===== src/rtl/current_sense_adc_if.sv =====
// ---------------------------------------------------------------------------
// current_sense_adc_if
// SPI pin bundle between the current-sense ADC controller and the ADC.
//
// Signals:
//   CS       chip select, active low (driven by the master)
//   CS_CLK   SPI clock, idles high (driven by the master)
//   CS_MISO  serial data from the ADC (driven by the slave)
//
// Modports:
//   master   controller side (drives CS and CS_CLK, reads CS_MISO)
//   slave    ADC side (reads CS and CS_CLK, drives CS_MISO)
// ---------------------------------------------------------------------------
interface current_sense_adc_if;
    logic CS;
    logic CS_CLK;
    logic CS_MISO;

    modport master (
        output CS,
        output CS_CLK,
        input  CS_MISO
    );

    modport slave (
        input  CS,
        input  CS_CLK,
        output CS_MISO
    );
endinterface


===== src/rtl/current_sense_adc.sv =====
// ---------------------------------------------------------------------------
// current_sense_adc
// SPI master for the motor board's 12-bit current-sense ADC. A free-running
// timer requests one 16-bit frame per SAMPLE_PERIOD. Each valid frame is
// offset-corrected into a signed 13-bit current, low-pass filtered by a
// first-order IIR, and checked against an overcurrent limit whose flag is
// latched for the commutation / PWM gating logic.
//
// Ports:
//   CLK           system clock
//   reset_n       asynchronous active-low reset
//   enable        level, high lets periodic sampling run
//   clear_oc      one-cycle pulse, clears the overcurrent latch and count
//   spi           SPI pins (master modport): CS, CS_CLK, CS_MISO
//   current       signed, latest offset-corrected sample
//   current_avg   signed, IIR-filtered current
//   sample_valid  one-cycle pulse when current/current_avg update
//   overcurrent   latched overcurrent flag
//   frame_error   one-cycle pulse when a frame is rejected
// ---------------------------------------------------------------------------
module current_sense_adc #(
    parameter int CLK_DIV       = 4,
    parameter int SAMPLE_PERIOD = 1600,
    parameter int QUIET         = 8,
    parameter int OFFSET        = 2048,
    parameter int AVG_SHIFT     = 3,
    parameter int OC_LIMIT      = 1800,
    parameter int OC_COUNT      = 4
) (
    input  logic                 CLK,
    input  logic                 reset_n,
    input  logic                 enable,
    input  logic                 clear_oc,
    current_sense_adc_if.master  spi,
    output logic signed [12:0]   current,
    output logic signed [12:0]   current_avg,
    output logic                 sample_valid,
    output logic                 overcurrent,
    output logic                 frame_error
);

    localparam int AW   = 13 + AVG_SHIFT;
    localparam int TW   = $clog2(SAMPLE_PERIOD + 1);
    localparam int DMAX = (CLK_DIV > QUIET) ? CLK_DIV : QUIET;
    localparam int DW   = $clog2(DMAX + 1);

    localparam logic [TW-1:0]     TIMER_LAST = TW'(SAMPLE_PERIOD - 1);
    localparam logic [DW-1:0]     DIV_LAST   = DW'(CLK_DIV - 1);
    localparam logic [DW-1:0]     QUIET_LAST = DW'(QUIET - 1);
    localparam logic signed [12:0] OFFSET_S  = 13'(OFFSET);
    localparam logic signed [12:0] OC_LIM_S  = 13'(OC_LIMIT);
    localparam logic [3:0]        OC_CNT_P   = 4'(OC_COUNT);

    typedef enum logic [2:0] {
        IDLE,
        SETUP,
        SHIFT,
        HOLD,
        PROCESS
    } state_t;

    state_t           state, state_d;
    logic [DW-1:0]    div_cnt, div_d;
    logic [4:0]       bit_cnt, bit_d;
    logic [15:0]      shreg, shreg_d;
    logic             cs_q, cs_d;
    logic             sclk_q, sclk_d;
    logic             start_ack;

    logic             miso_s1, miso_s2;
    logic [TW-1:0]    timer;
    logic             pending;

    logic signed [AW-1:0] acc;
    logic                 first_done;
    logic [3:0]           oc_cnt;

    // Datapath values derived from the frame captured in shreg
    logic                 frame_ok;
    logic signed [12:0]   cur_new;
    logic signed [12:0]   cur_abs;
    logic                 over;
    logic signed [AW:0]   cur_wide;
    logic signed [AW:0]   target;
    logic signed [AW:0]   acc_wide;
    logic signed [AW:0]   diff;
    logic signed [AW-1:0] step;
    logic signed [AW-1:0] acc_next;
    logic signed [12:0]   avg_next;
    logic [3:0]           cnt_next;
    logic                 oc_hit;
    logic                 process_ok;

    assign spi.CS     = cs_q;
    assign spi.CS_CLK = sclk_q;

    // MISO is asynchronous to CLK, so bring it in through two flops
    always_ff @(posedge CLK or negedge reset_n) begin
        if (!reset_n) begin
            miso_s1 <= 1'b0;
            miso_s2 <= 1'b0;
        end else begin
            miso_s1 <= spi.CS_MISO;
            miso_s2 <= miso_s1;
        end
    end

    // Free-running sample timer; wraps collapse into a single pending start
    // and are dropped entirely while sampling is disabled
    always_ff @(posedge CLK or negedge reset_n) begin
        if (!reset_n) begin
            timer   <= '0;
            pending <= 1'b0;
        end else begin
            if (timer == TIMER_LAST) begin
                timer <= '0;
            end else begin
                timer <= timer + 1'b1;
            end

            if (!enable) begin
                pending <= 1'b0;
            end else if (timer == TIMER_LAST) begin
                pending <= 1'b1;
            end else if (start_ack) begin
                pending <= 1'b0;
            end
        end
    end

    // FSM state and SPI pin registers; reset forces CS and CS_CLK high at once
    always_ff @(posedge CLK or negedge reset_n) begin
        if (!reset_n) begin
            state   <= IDLE;
            div_cnt <= '0;
            bit_cnt <= '0;
            shreg   <= '0;
            cs_q    <= 1'b1;
            sclk_q  <= 1'b1;
        end else begin
            state   <= state_d;
            div_cnt <= div_d;
            bit_cnt <= bit_d;
            shreg   <= shreg_d;
            cs_q    <= cs_d;
            sclk_q  <= sclk_d;
        end
    end

    // Frame sequencing. CS_CLK spends CLK_DIV cycles low then CLK_DIV high;
    // a bit is captured on the cycle it rises, and the frame ends after the
    // high half of the 16th period so the last bit keeps a full hold time.
    always_comb begin
        state_d   = state;
        div_d     = div_cnt;
        bit_d     = bit_cnt;
        shreg_d   = shreg;
        cs_d      = 1'b1;
        sclk_d    = 1'b1;
        start_ack = 1'b0;

        case (state)
            IDLE: begin
                if (enable && pending) begin
                    state_d   = SETUP;
                    cs_d      = 1'b0;
                    div_d     = '0;
                    start_ack = 1'b1;
                end
            end

            SETUP: begin
                cs_d = 1'b0;
                if (div_cnt == DIV_LAST) begin
                    state_d = SHIFT;
                    div_d   = '0;
                    bit_d   = '0;
                    sclk_d  = 1'b0;
                end else begin
                    div_d = div_cnt + 1'b1;
                end
            end

            SHIFT: begin
                cs_d   = 1'b0;
                sclk_d = sclk_q;
                if (div_cnt == DIV_LAST) begin
                    div_d = '0;
                    if (!sclk_q) begin
                        sclk_d  = 1'b1;
                        shreg_d = {shreg[14:0], miso_s2};
                        bit_d   = bit_cnt + 1'b1;
                    end else if (bit_cnt == 5'd16) begin
                        state_d = HOLD;
                        cs_d    = 1'b1;
                        sclk_d  = 1'b1;
                    end else begin
                        sclk_d = 1'b0;
                    end
                end else begin
                    div_d = div_cnt + 1'b1;
                end
            end

            HOLD: begin
                if (div_cnt == QUIET_LAST) begin
                    state_d = PROCESS;
                    div_d   = '0;
                end else begin
                    div_d = div_cnt + 1'b1;
                end
            end

            PROCESS: begin
                state_d = IDLE;
            end

            default: begin
                state_d = IDLE;
            end
        endcase
    end

    // Offset correction, IIR step and overcurrent decision for the captured
    // frame. The IIR difference can span twice the accumulator range, so it
    // is formed one bit wider before the arithmetic shift.
    always_comb begin
        frame_ok = (shreg[15:12] == 4'd0);
        cur_new  = $signed({1'b0, shreg[11:0]}) - OFFSET_S;
        cur_abs  = cur_new[12] ? -cur_new : cur_new;
        over     = (cur_abs > OC_LIM_S);

        cur_wide = $signed({{(AVG_SHIFT + 1){cur_new[12]}}, cur_new});
        target   = cur_wide <<< AVG_SHIFT;
        acc_wide = $signed({acc[AW-1], acc});
        diff     = target - acc_wide;
        step     = AW'(diff >>> AVG_SHIFT);
        acc_next = first_done ? (acc + step) : AW'(target);
        avg_next = $signed(acc_next[AW-1:AVG_SHIFT]);

        if (!over) begin
            cnt_next = 4'd0;
        end else if (oc_cnt >= OC_CNT_P) begin
            cnt_next = OC_CNT_P;
        end else begin
            cnt_next = oc_cnt + 4'd1;
        end
        oc_hit     = over && (cnt_next == OC_CNT_P);
        process_ok = (state == PROCESS) && frame_ok;
    end

    // Output registers. A latching sample beats a simultaneous clear_oc, and
    // a rejected frame leaves the outputs and the OC count untouched.
    always_ff @(posedge CLK or negedge reset_n) begin
        if (!reset_n) begin
            current      <= '0;
            current_avg  <= '0;
            acc          <= '0;
            first_done   <= 1'b0;
            oc_cnt       <= '0;
            overcurrent  <= 1'b0;
            sample_valid <= 1'b0;
            frame_error  <= 1'b0;
        end else begin
            sample_valid <= process_ok;
            frame_error  <= (state == PROCESS) && !frame_ok;

            if (process_ok) begin
                current     <= cur_new;
                current_avg <= avg_next;
                acc         <= acc_next;
                first_done  <= 1'b1;
            end

            if (process_ok) begin
                oc_cnt <= cnt_next;
            end else if (clear_oc) begin
                oc_cnt <= '0;
            end

            if (process_ok && oc_hit) begin
                overcurrent <= 1'b1;
            end else if (clear_oc) begin
                overcurrent <= 1'b0;
            end
        end
    end

endmodule

===== src/flat_wrapper.sv =====
// flat-port wrapper written by rule: the top's interface ports become plain ports
module current_sense_adc_flat 
#(
    parameter int CLK_DIV       = 4,
    parameter int SAMPLE_PERIOD = 1600,
    parameter int QUIET         = 8,
    parameter int OFFSET        = 2048,
    parameter int AVG_SHIFT     = 3,
    parameter int OC_LIMIT      = 1800,
    parameter int OC_COUNT      = 4
)
  (CLK, reset_n, enable, clear_oc, current, current_avg, sample_valid, overcurrent, frame_error, spi_CS, spi_CS_CLK, spi_CS_MISO);
  current_sense_adc_if spi_i ();
  input  logic CLK;
  input  logic reset_n;
  input  logic enable;
  input  logic clear_oc;
  output logic signed [12:0] current;
  output logic signed [12:0] current_avg;
  output logic sample_valid;
  output logic overcurrent;
  output logic frame_error;
  output wire logic [$bits(spi_i.CS)-1:0] spi_CS;
  output wire logic [$bits(spi_i.CS_CLK)-1:0] spi_CS_CLK;
  input wire logic [$bits(spi_i.CS_MISO)-1:0] spi_CS_MISO;
  assign spi_CS = spi_i.CS;
  assign spi_CS_CLK = spi_i.CS_CLK;
  assign spi_i.CS_MISO = spi_CS_MISO;
  current_sense_adc #(.CLK_DIV(CLK_DIV), .SAMPLE_PERIOD(SAMPLE_PERIOD), .QUIET(QUIET), .OFFSET(OFFSET), .AVG_SHIFT(AVG_SHIFT), .OC_LIMIT(OC_LIMIT), .OC_COUNT(OC_COUNT)) u_core (.CLK(CLK), .reset_n(reset_n), .enable(enable), .clear_oc(clear_oc), .spi(spi_i), .current(current), .current_avg(current_avg), .sample_valid(sample_valid), .overcurrent(overcurrent), .frame_error(frame_error));
endmodule

===== config.mk =====
export PLATFORM = sky130hd
export DESIGN_NAME = current_sense_adc_flat
export DESIGN_NICKNAME = d
export VERILOG_FILES = /design/src/rtl/current_sense_adc_if.sv /design/src/rtl/current_sense_adc.sv /design/src/flat_wrapper.sv
export SDC_FILE = /design/constraint.sdc
export NUM_CORES = 1
export LEC_CHECK = 0
export CORE_UTILIZATION = 50
export CTS_CLUSTER_DIAMETER = 30
export CTS_CLUSTER_SIZE = 10
export DETAILED_ROUTE_END_ITERATION = 7
export PLACE_DENSITY = 0.7
export SLEW_MARGIN = 30
export SYNTH_ARGS = -nofsm -noshare
export SYNTH_HDL_FRONTEND = slang
export SYNTH_SLANG_ARGS = --single-unit

===== constraint.sdc =====
create_clock -name CLK -period 4.44 [get_ports CLK]
set_input_delay 0.888 -clock CLK [delete_from_list [all_inputs] [get_ports CLK]]
set_output_delay 0.888 -clock CLK [all_outputs]
set_load 0.02 [all_outputs]

# Word level (Yosys, flattened, before mapping)
# Index checks and enable logic that the tools add are counted.
# W data, S select, Z words.
[totals] ff_bits=94 output_inout_bits=31
[classes] n_addsub=8 magnitude_cmp=2 n_eq_ne=17 muxes=38 bitwise_logic=1 n_reduce_logical=17
[ops] op="$mux W4" n=7
[ops] op="$mux W3" n=6
[ops] op="$sub A16 B16 Y17" n=1
[ops] op="$add A16 B14 Y16" n=1
[ops] op="$mux W16" n=1
[ops] op="$mux W5" n=3
[ops] op="$mux W1" n=14
[ops] op="$gt A13 B12 Y1 const B" n=1
[ops] op="$mux W13" n=1
[ops] op="$neg A13 Y13" n=1
[ops] op="$sub A12 B12 Y13 const B" n=1
[ops] op="$ne A2 B1 Y1 const B" n=6
[ops] op="$pmux W3 S4" n=1
[ops] op="$pmux W4 S3" n=1
[ops] op="$add A11 B1 Y11 const B" n=1
[ops] op="$eq A11 B11 Y1 const B" n=1
[ops] op="$mux W11" n=1
[ops] op="$pmux W5 S2" n=1
[ops] op="$add A4 B1 Y4 const B" n=2
[ops] op="$eq A4 B3 Y1 const B" n=2
[ops] op="$eq A3 B2 Y1 const B" n=2
[ops] op="$reduce_and A6 Y1" n=1
[ops] op="$reduce_bool A2 Y1" n=3
[ops] op="$add A5 B1 Y5 const B" n=1
[ops] op="19 further kinds" n=23

# Longest topological paths before layout
# Gate-level depths: netlist of run 1.
[logic_depth] depth_word=9 mapped_depth=17

# Worst setup path after synthesis of run 1
# No wires, ideal clock.
[synth_path] path_type="register to register" from="register u_core.shreg[0]" to="register u_core.current_avg[11]" setup_time_ns=0.083 arrival_ns=3.762 required_time_ns=4.357 path_slack_ns=0.595 path_stages_with_launch=16 n_path_buf=0 synth_period_minus_slack_ns=3.845 cell_sequence="dfrtp_1 -> ha_1 -> or4b_4 -> a22oi_4 -> a31oi_1 -> o21ai_0 -> a21oi_1 -> xnor2_1 -> ha_1 -> and4_1 -> a221oi_1 -> o21ai_0 -> o41ai_1 -> o21ai_0 -> xnor2_1 -> o21ai_0"
[synth_between] elab_chain_len=4
[synth_lines] item="start: declaration" line_no="current_sense_adc.sv:65" source="logic [15:0] shreg, shreg_d;"
[synth_lines] item="start signal: assignment" line_no="current_sense_adc.sv:144" source="shreg <= shreg_d;"
[synth_lines] item="$sub A12 B12 Y13 *" line_no="current_sense_adc.sv:229" source="cur_new = $signed({1'b0, shreg[11:0]}) - OFFSET_S;"
[synth_lines] item="$sub A16 B16 Y17" line_no="current_sense_adc.sv:236" source="diff = target - acc_wide;"
[synth_lines] item="$add A16 B14 Y16" line_no="current_sense_adc.sv:238" source="acc_next = first_done ? (acc + step) : AW'(target);"
[synth_lines] item="$mux W16 *" line_no="current_sense_adc.sv:238"
[synth_lines] item="end signal: assignment" line_no="current_sense_adc.sv:270" source="current_avg <= avg_next;"
[synth_lines] item="end: declaration" line_no="current_sense_adc.sv:36" source="output logic signed [12:0] current_avg,"
# Every way passes the cells marked *; elsewhere a longest branch is shown, timed or not.
# A chain may end at the register's enable or synchronous reset.

# Worst setup path after layout of run 1
[layout_path] from="register u_core.shreg[0]" to="register u_core.current_avg[10]"
# Same word-level chain as after synthesis.

==> results of run 1 <==
cells in the mapped netlist, types with 4 or more instances:
cell	n
dfrtp_1	78
nand2_1	69
ha_1	35
o21ai_0	32
a21oi_1	30
inv_1	27
nor2_1	25
xnor2_1	20
mux2_2	18
nand3_1	16
xor2_1	15
buf_4	14
clkbuf_1	12
a21o_1	8
mux2i_1	8
nor3_1	8
nor3b_1	8
a31oi_1	6
and3_1	6
nand4_1	5
nor2b_1	5
o21a_1	4
sequential cells by signal, indices dropped and copies added (netlist names):
register,count
u_core.miso_s2,1
u_core.spi.CS_CLK,1
u_core.pending,1
u_core.current_avg,13
u_core.state,3
u_core.div_cnt,4
u_core.spi.CS,1
u_core.first_done,1
u_core.acc,3
u_core.bit_cnt,5
u_core.shreg,16
u_core.timer,11
u_core.overcurrent,1
u_core.frame_error,1
u_core.miso_s1,1
u_core.oc_cnt,4
u_core.current,12
u_core.sample_valid,1
worst register-to-register path, cell delays in order (launching register included):
cell      delay (ns)
dfrtp_1         0.44
ha_1            0.36
or4b_4          0.48
a22oi_4         0.22
a31oi_1         0.18
o21ai_0         0.30
a21oi_1         0.13
xnor2_1         0.14
ha_1            0.23
a2111o_1        0.35
o21ai_0         0.44
o21ai_0         0.21
a31oi_1         0.26
xor2_1          0.18
o221ai_1        0.11
final cells by class:
cell class	count	area [µm²]	share of cell area [%]
tap	129	161.4	2.987
multi-input combinational	367	2532	46.87
clock inverter	6	92.59	1.714
inverter	27	101.3	1.876
clock buffer	10	127.6	2.362
sequential	80	2004	37.10
timing repair buffer	37	382.9	7.087
routing by layer:
layer | GRT usage, % | vias up | part of all wire (%)
li1 | - | 1790 | -
met1 | 29.31 | 1755 | 47
met2 | 35.23 | 59 | 48
met3 | 5.362 | 11 | 3.2
met4 | 6.561 | 0 | 1.1
met5 | 0 | - | 0
metrics by stage:
step                instance area (µm²)  total power [mW]  instances  setup WS, ns
finish                             5403             1.431        656        0.2615
global route                       5403             1.494        656       0.03116
CTS                                5390             1.449        656        0.2029
detailed placement                 5170            0.8406        640        0.2667
global placement                   5142            0.8340        639        0.3651
floorplan                          4780            0.8062        501        0.5954
repair_timing:
action,4_1_cts,5_1_grt
gates resized for setup,0,2
hold buffers,0,0
hold endpoints to repair,0,0
endpoints found under the setup margin,0,2
layout by cell type, fill, tap and decap left out, drive strengths merged, types with 4 or more instances in the layout:
| master | instances |
|---|---|
| clkdlybuf4s50 | 34 |
| nor3b | 8 |
| mux2i | 8 |
| nand4 | 6 |
| o21a | 4 |
| xnor2 | 20 |
| and3 | 6 |
| o21ai | 33 |
| dfrtp | 78 |
| nor2b | 5 |
| nor2 | 25 |
| mux2 | 18 |
| a21oi | 31 |
| xor2 | 15 |
| inv | 29 |
| ha | 35 |
| nand3 | 16 |
| a21o | 8 |
| a31oi | 6 |
| nor3 | 8 |
| clkbuf | 10 |
| nand2 | 69 |
logic make-up (layout without fill, tap and decap cells):
logic type	after synthesis	in the layout
AOI/OAI and AO/OA	110	110
xor gates and xnor gates	35	35
adders and majority gates	36	36
buffers and inverters	54	80
DFF	80	80
muxes	26	26
and+or+nand+nor	160	160
report_power, final:
group	internal (mW)	switching, mW
combinational	0.0370	0.0515
clock	0.321	0.284
sequential	0.732	0.00587
total	1.09	0.341
worst max path at each step:
stage                     slack (ns)  cells after the start                     end                   from
after floorplan                 0.60                     15  u_core.current_avg[11]        u_core.shreg[0]
after global placement          0.37                     15  u_core.current_avg[11]        u_core.shreg[0]
after detailed placement        0.27                     15  u_core.current_avg[11]        u_core.shreg[0]
after CTS                       0.20                     15  u_core.current_avg[11]        u_core.shreg[0]
after global routing            0.03                     16  u_core.current_avg[11]  u_core.current_avg[0]
final                           0.26                     14  u_core.current_avg[10]        u_core.shreg[0]
==> results.toml, run 1 <==
[worst_setup_path]
crit_required_ns = 4.65
cp_cell_sequence = "ha_1, or4b_4, a22oi_4, a31oi_1, o21ai_0, a21oi_1, xnor2_1, ha_1, a2111o_1, o21ai_0, o21ai_0, a31oi_1, xor2_1, o221ai_1"
critPathMostFrequentCell = "o21ai_0"
r2r-end = "u_core.current_avg[10]"
ff2ff_setup_slack_ns = 0.26
path_buf_inv = 0
critical_path_class = "register to register"
crit_path_start_kind = "register"
cp.arrival_ns = 4.39
max_stage_delay_ns = 0.48
cpLargestDelayFamily = "compound AO/OA/AOI/OAI gates"
cp_slowest_cell = "or4b_4"
r2r_cells = 14
end_kind = "register"
cp_max_fo = 6
rr_startpoint = "u_core.shreg[0]"

[sta]
finalSetupViolations = 0
hold_ws_ns = 0.3656
max_slew_margin_pct = 46.42
tightest_slew_ns = 0.8027
post-route-period-util_pct = 94.11
final-hold-violation-count = 0
fin_skew_ns = 0.009548
fmax_ghz = 0.2393
rsz0062_at_grt = "false"
final_max_slew_viol_count = 0
tns_ns = 0
min_period_ns = 4.178

[floorplan]
num_io_pins = 36
initial_core_util_pct = 51.73
num_rows = 35
fp.dieH_um = 99.77
fp.coreArea_mm2 = 0.009240
dieArea_mm2 = 0.009954
die_w_um = 99.77

[cts]
cts_tree = "yes"
clk_transition_reported_paths_ns = 0.09
clockBufferDepth = 2
cts_buffers = 9
post_cts_buffers = 0
clock-sinks = 80
cts_max_level = 3
insertion_delay_ns = 0.35
cts-root-buf = "clkbuf_8"

[synth]
synth_top_family_by_area = "simple AND/OR/NAND/NOR gates"
synth_xor_xnor_area_share_pct = 6.414
yosys-top-cells-area = "dfrtp_1 41%, ha_1 9.2%, nand2_1 5.4%"
ys.flop_type = "dfrtp_1"
synth-seq-cells = 80
synth_enable_flop_cells = 0
synthArstFlopShare_pct = 100.0
synth_top_cell_by_area = "dfrtp_1"
synth_area_mm2 = 0.004780
yosys-mux-area-fraction_pct = 5.916
netlist_instances = 501
synth_fa_ha_area_share_pct = 9.581
syn_nets = 542
syn_area_per_cell_um2 = 9.540
synth_simple_gate_area_share_pct = 16.23
synth_top_area_share_pct = 40.84
synth_compound_area_share_pct = 14.58
ys.warnings.count = 0
ys_seq_area_share_pct = 41.94
synth.distinct_cells = 56

[grt]
antenna_found_initial = 0
grt_pass1_vias = 3678
grt_start_max_net_pins = 47
grt_pass1_wl_um = 17140
overflow = 0
track_usage_pct = 21.87

[pwr]
p_leak_nw = 2.469
vdd_drop_max_mv = 0.1556
p_per_area_mw_per_mm2 = 264.8

[cells_and_area]
antenna_cells = 0
area_growth_pct = 13.04
fin_nets = 563
n_fill_cell = 816
layout-drive-gt1-share_pct = 8.918
final_util_pct = 58.47

[routing]
drc_errors = 0
wirelength_um = 9645
drt_first_pass_iters = 4
ant_nets = 0
route.detailed.wl_per_inst_um = 14.70
vias_per_cell = 5.511
num_vias = 3615
detail_route.iter0.violations = 160

[place]
gp_congestion = 0.9386
dp.final_hpwl_um = 6873
io_buffers = 35

[run]
drv_cap = 0

[hold_path]
hp-start = "u_core.miso_s1"
worstHoldEndpoint = "u_core.miso_s2"
hold_class = "register to register"
holdPathStages = 0

[status]
status = "completed"
Note: power is estimated with default switching activity, not from simulation.
==> run 2: changes to the inputs <==
SKIP_LAST_GASP = 1   (was unset)
==> results of run 2 <==
The final DEF is identical to that of run 1; final timing and power are the same.
==> run 3: changes to the inputs <==
CORE_ASPECT_RATIO = 0.9   (was unset)
REMOVE_ABC_BUFFERS = 1   (was unset)
==> run 3 against run 2 <==
Net effect: combinational power fell by 2.6%; register-to-register slack better by 0.05 ns; clock-buffer cell count down 1; core utilization decreased by 0.21 points; first-iteration DRC count grew 6.3%; critical path depth rose by 1; cell area decreased by 0.72%; non-clock buffer count stayed put; final cell count decreased by 1.1%; setup slack better by 0.052 ns; routed wire length is 0.46% higher; highest routed layer unchanged.
==> results.toml, run 3 (synthesis results as in run 1) <==
[grt]
antenna_found_initial = 0
grt_pass1_wl_um = 16380
overflow = 0
grt_pass1_vias = 3451
track_usage_pct = 21.15
grt_start_max_net_pins = 81

[routing]
wirelength_um = 9689
detail_route.iter0.violations = 170
drt_first_pass_iters = 4
vias_per_cell = 5.471
ant_nets = 0
num_vias = 3551
route.detailed.wl_per_inst_um = 14.93
drc_errors = 0

[cells_and_area]
layout-drive-gt1-share_pct = 9.108
regMostFlops = "u_core.shreg"
mostFrequentLayoutCells = "78 x dfrtp_1, 69 x nand2_1, 35 x ha_1, 34 x clkdlybuf4s50_1, 31 x o21ai_0"
top_regs = "u_core.shreg: 16 flops, u_core.current_avg: 13 flops, u_core.current: 12 flops"
area_growth_pct = 12.23
antenna_cells = 0
largest_reg_flops = 16
fin_nets = 563
final_common_cell = "dfrtp_1"
final_util_pct = 58.26

[sta]
finalSetupViolations = 0
min_period_ns = 4.126
fin_skew_ns = 0.009490
max_slew_margin_pct = 43.63
tns_ns = 0
tightest_slew_ns = 0.8456
rsz0062_at_grt = "false"
fmax_ghz = 0.2424
final-hold-violation-count = 0
post-route-period-util_pct = 92.93
final_max_slew_viol_count = 0

[worst_setup_path]
crit_required_ns = 4.71
crit_path_start_kind = "register"
critical_path_class = "register to register"
end_kind = "register"
cp.arrival_ns = 4.40
cp_max_fo = 6

[floorplan]
fp.coreArea_mm2 = 0.009208
die_w_um = 105.1
dieArea_mm2 = 0.009955
initial_core_util_pct = 51.91
num_io_pins = 36
num_rows = 33
fp.dieH_um = 94.76

[pwr]
vdd_drop_max_mv = 0.2026
p_leak_nw = 2.458
p_per_area_mw_per_mm2 = 258.9
finalPower_mw = 1.389

[place]
dp.final_hpwl_um = 6856
io_buffers = 35
gp_congestion = 0.8588

[cts]
cts_tree = "yes"
cts-hold-fix-buffers = 0
clk_transition_reported_paths_ns = 0.09
cts_buffers = 9
cts-root-buf = "clkbuf_8"
post_cts_buffers = 0
clock-sinks = 80
insertion_delay_ns = 0.36
clockBufferDepth = 2
cts_max_level = 3

[status]
status = "completed"

[run]
drv_cap = 0

[hold_path]
hold_class = "register to register"
==> run 3: changes by cell type in the layout (fill, tap and decap cells not counted) <==
| cell | change |
|---|---|
| inv_8 | +1 |
| o21ai_1 | +1 |
| inv_6 | +1 |
| bufinv_16 | -1 |
| buf_6 | +1 |
| clkbuf_1 | -1 |
| buf_16 | -1 |
| o21ai_0 | -1 |
==> run 3: area by class of cell <==
cell class / instances / area (µm²)
Clock inverter: 7 / 82.58
Sequential cell: 80 / 2004
Multi-Input combinational cell: 367 / 2532
Fill cell: 823 / 3844
Clock buffer: 9 / 123.9
Inverter: 27 / 101.3
Timing Repair Buffer: 37 / 366.6
Tap cell: 122 / 152.6
==> run 3: timing repair <==
item,CTS,global route
setup endpoints to repair,0,4
endpoints found under the hold margin,0,0
gates resized for setup,0,3
==> run 3: final timing paths <==
check	depth (start not counted)	endpoint	slack, ns	startpoint
max reg2reg	15	u_core.current_avg[11]	0.31	u_core.shreg[0]
max in group asynchronous	1	u_core.current_avg[4]	3.39	reset_n
min in group asynchronous	1	u_core.acc[2]	0.54	reset_n
max	15	u_core.current_avg[11]	0.31	u_core.shreg[0]
min reg2reg	0	u_core.miso_s2	0.35	u_core.miso_s1
min	0	u_core.miso_s2	0.35	u_core.miso_s1
==> run 3: where the power goes <==
part	total, mW	switching, mW	internal (mW)	leakage, nW
registers	0.736	0.00472	0.732	1.06
clock network	0.566	0.296	0.270	0.0988
logic	0.0862	0.0509	0.0353	1.30
==> run 3: critical path, cell delays in order, from the launching register on <==
cell and delay (ns):
dfrtp_1 0.44, ha_1 0.34, or4b_4 0.48, a22oi_4 0.21, a31oi_1 0.16, o21ai_0 0.28
a21oi_1 0.13, xnor2_1 0.14, ha_1 0.34, and4_1 0.23, a221oi_1 0.24, o21ai_0 0.19
o41ai_2 0.41, o21ai_0 0.16, xnor2_1 0.14, o21ai_0 0.14
==> run 3: metal layers <==
layer  vias up  routed length [µm]  GRT usage, %
li1       1779                   -             -
met1      1692                4748         28.53
met2        64                4492         33.55
met3        16                 296         5.383
met4         0                 152         6.808
met5         -                   0             0
==> run 3: per-stage QoR <==
stage | setup slack [ns] | hold slack (ns) | area [µm²] | instances
after floorplan | 0.4661 | 0.3312 | 4626 | 474
after global placement | 0.3548 | 0.3375 | 5141 | 633
after detailed placement | 0.2287 | 0.3372 | 5145 | 633
after CTS | 0.1916 | 0.3478 | 5351 | 649
after global routing | 0.001770 | 0.3626 | 5364 | 649
final | 0.3139 | 0.3488 | 5364 | 649
==> RTL change (flow settings as in run 3) <==
`AVG_SHIFT` is set to 3 in 2 places; all go to 5.
--- a/src/rtl/current_sense_adc.sv
+++ b/src/rtl/current_sense_adc.sv
@@ -24,5 +24,5 @@
     parameter int QUIET         = 8,
     parameter int OFFSET        = 2048,
-    parameter int AVG_SHIFT     = 3,
+    parameter int AVG_SHIFT     = 5,
     parameter int OC_LIMIT      = 1800,
     parameter int OC_COUNT      = 4
--- a/src/flat_wrapper.sv
+++ b/src/flat_wrapper.sv
@@ -6,5 +6,5 @@
     parameter int QUIET         = 8,
     parameter int OFFSET        = 2048,
-    parameter int AVG_SHIFT     = 3,
+    parameter int AVG_SHIFT     = 5,
     parameter int OC_LIMIT      = 1800,
     parameter int OC_COUNT      = 4
Function: no difference found for any inputs over 10 cycles, from zero or initial values and one cycle with reset_n low; that may be too few to reach the edited logic, so the function may still have changed.
==> RTL change against run 3 <==
  * Setup slack gained 190 ps
  * Design area grew 10%
  * Sequential cell count grew 2
  * Synthesized area grew 9.8%
  * Sequential share of layout area shrank 2.6 points
  * Wire length grew 17%
  * Critical endpoint is now u_core.current_avg[12]
Power is not compared: it rests on default switching activity, and its combinational part moved more than twofold at a synthesized area within 25%.
==> RTL change: results (changes against run 3) <==
Status - completed
Clock-pin slew on the worst setup and hold paths - 60 ps (-30 ps)
H-tree depth - 3 (unchanged)
FFs w/ async S/R, synth - 100.0% (unchanged)
Total Nets Final - 641 (+14%)
Placed cells - 716 (+13%)
DR vias - 4167 (+17%)
Clk_lat worst skew - 340 ps (-20 ps)
Root Driver - clkbuf_16
Share of cells above drive strength 1 - 8.140% (-0.97 points)
Slew HR - 48.37% (+4.7 points)
GRT Total Usage - 22.15% (+1.0 points)
Distinct cells, synth - 67 (+20%)
Number of global-route vias before repair - 3868 (+12%)
First-pass GRT wire length - 18630 µm (+14%)
Synthesized instance count - 583 (+16%)
Filler cells - 908 (+10%)
Avg WL per Cell - 15.52 µm (+3.9%)
Largest net degree at the start of global routing - 83 (+2.5%)
Worst min-delay path category - reg -> reg
DP Wirelength - 7860 µm (+15%)
RD Place Congestion - 0.8682 (+1.1%)
DR vias/cell - 5.700 (+4.2%)
Iter 0 DRT Violations - 192 (+13%)
Area contributors post-synth - dfrtp_1 (38%), ha_1 (8.8%), nand2_1 (5.4%)
Synth cell count leaders - dfrtp_1 (80), nand2_1 (76), nor2_1 (45)
Clk_skew - 6.429 ps (-3.061 ps)
Register area share after synthesis - 39.15% (-2.8 points)
Longest Clk Path Bufs - 2 (unchanged)
Critical Path AT - 4160 ps (-240 ps)
Crit-path max FO - 7 (+1)
Crit-path max cell delay - 450 ps (-30 ps)
Worst hold margin - 347.2 ps (-1.621 ps)
RTL change: through the flow:
step	util, %	cell area, µm²	setup slack [ps]
finish	57.85	5903	501.3
CTS	57.72	5889	319.0
floorplan	-	5060	697.1
global placement	54.80	5592	519.9
global route	57.85	5903	119.1
detailed placement	54.84	5595	340.9
RTL change: cells by family (layout without fill, tap and decap cells):
kind of cell	count (synthesis)	in the layout	share of synthesized area [%]
and+or+nand+nor	204	204	19.00
muxes	21	21	4.363
DFF	82	82	39.15
xor gates and xnor gates	30	30	5.007
adders and majority gates	38	38	9.204
buffers and inverters	63	82	5.651
AOI/OAI and AO/OA	145	145	17.62
RTL change: layout make-up:
| type | count | area (µm²) | share of cell area, % |
|---|---|---|---|
| flip-flops and latches | 82 | 2054 | 34.80 |
| clock buffers | 10 | 239.0 | 4.048 |
| inverters | 29 | 108.9 | 1.844 |
| repair buffers | 38 | 374.1 | 6.337 |
| clock inverters | 5 | 55.05 | 0.9326 |
| well taps | 129 | 161.4 | 2.734 |
| multi-input cells | 438 | 2910 | 49.30 |
RTL change: per-layer routing:
layer / global-route usage, % / wire length [µm] / vias to the layer above
li1: - / - / 2088
met1: 30.29 / 5388 / 1971
met2: 34.38 / 5224 / 99
met3: 5.570 / 605 / 9
met4: 6.974 / 123 / 0
met5: 0 / 0 / -
RTL change: worst paths after layout:
check | start | endpoint | depth (start not counted)
max in group asynchronous | reset_n | u_core.bit_cnt[2] | 1
setup reg to reg | u_core.shreg[1] | u_core.current_avg[12] | 17
hold reg to reg | u_core.miso_s1 | u_core.miso_s2 | 0
min in group asynchronous | reset_n | u_core.timer[10] | 1
hold / removal | u_core.miso_s1 | u_core.miso_s2 | 0
setup / recovery | u_core.shreg[1] | u_core.current_avg[12] | 17
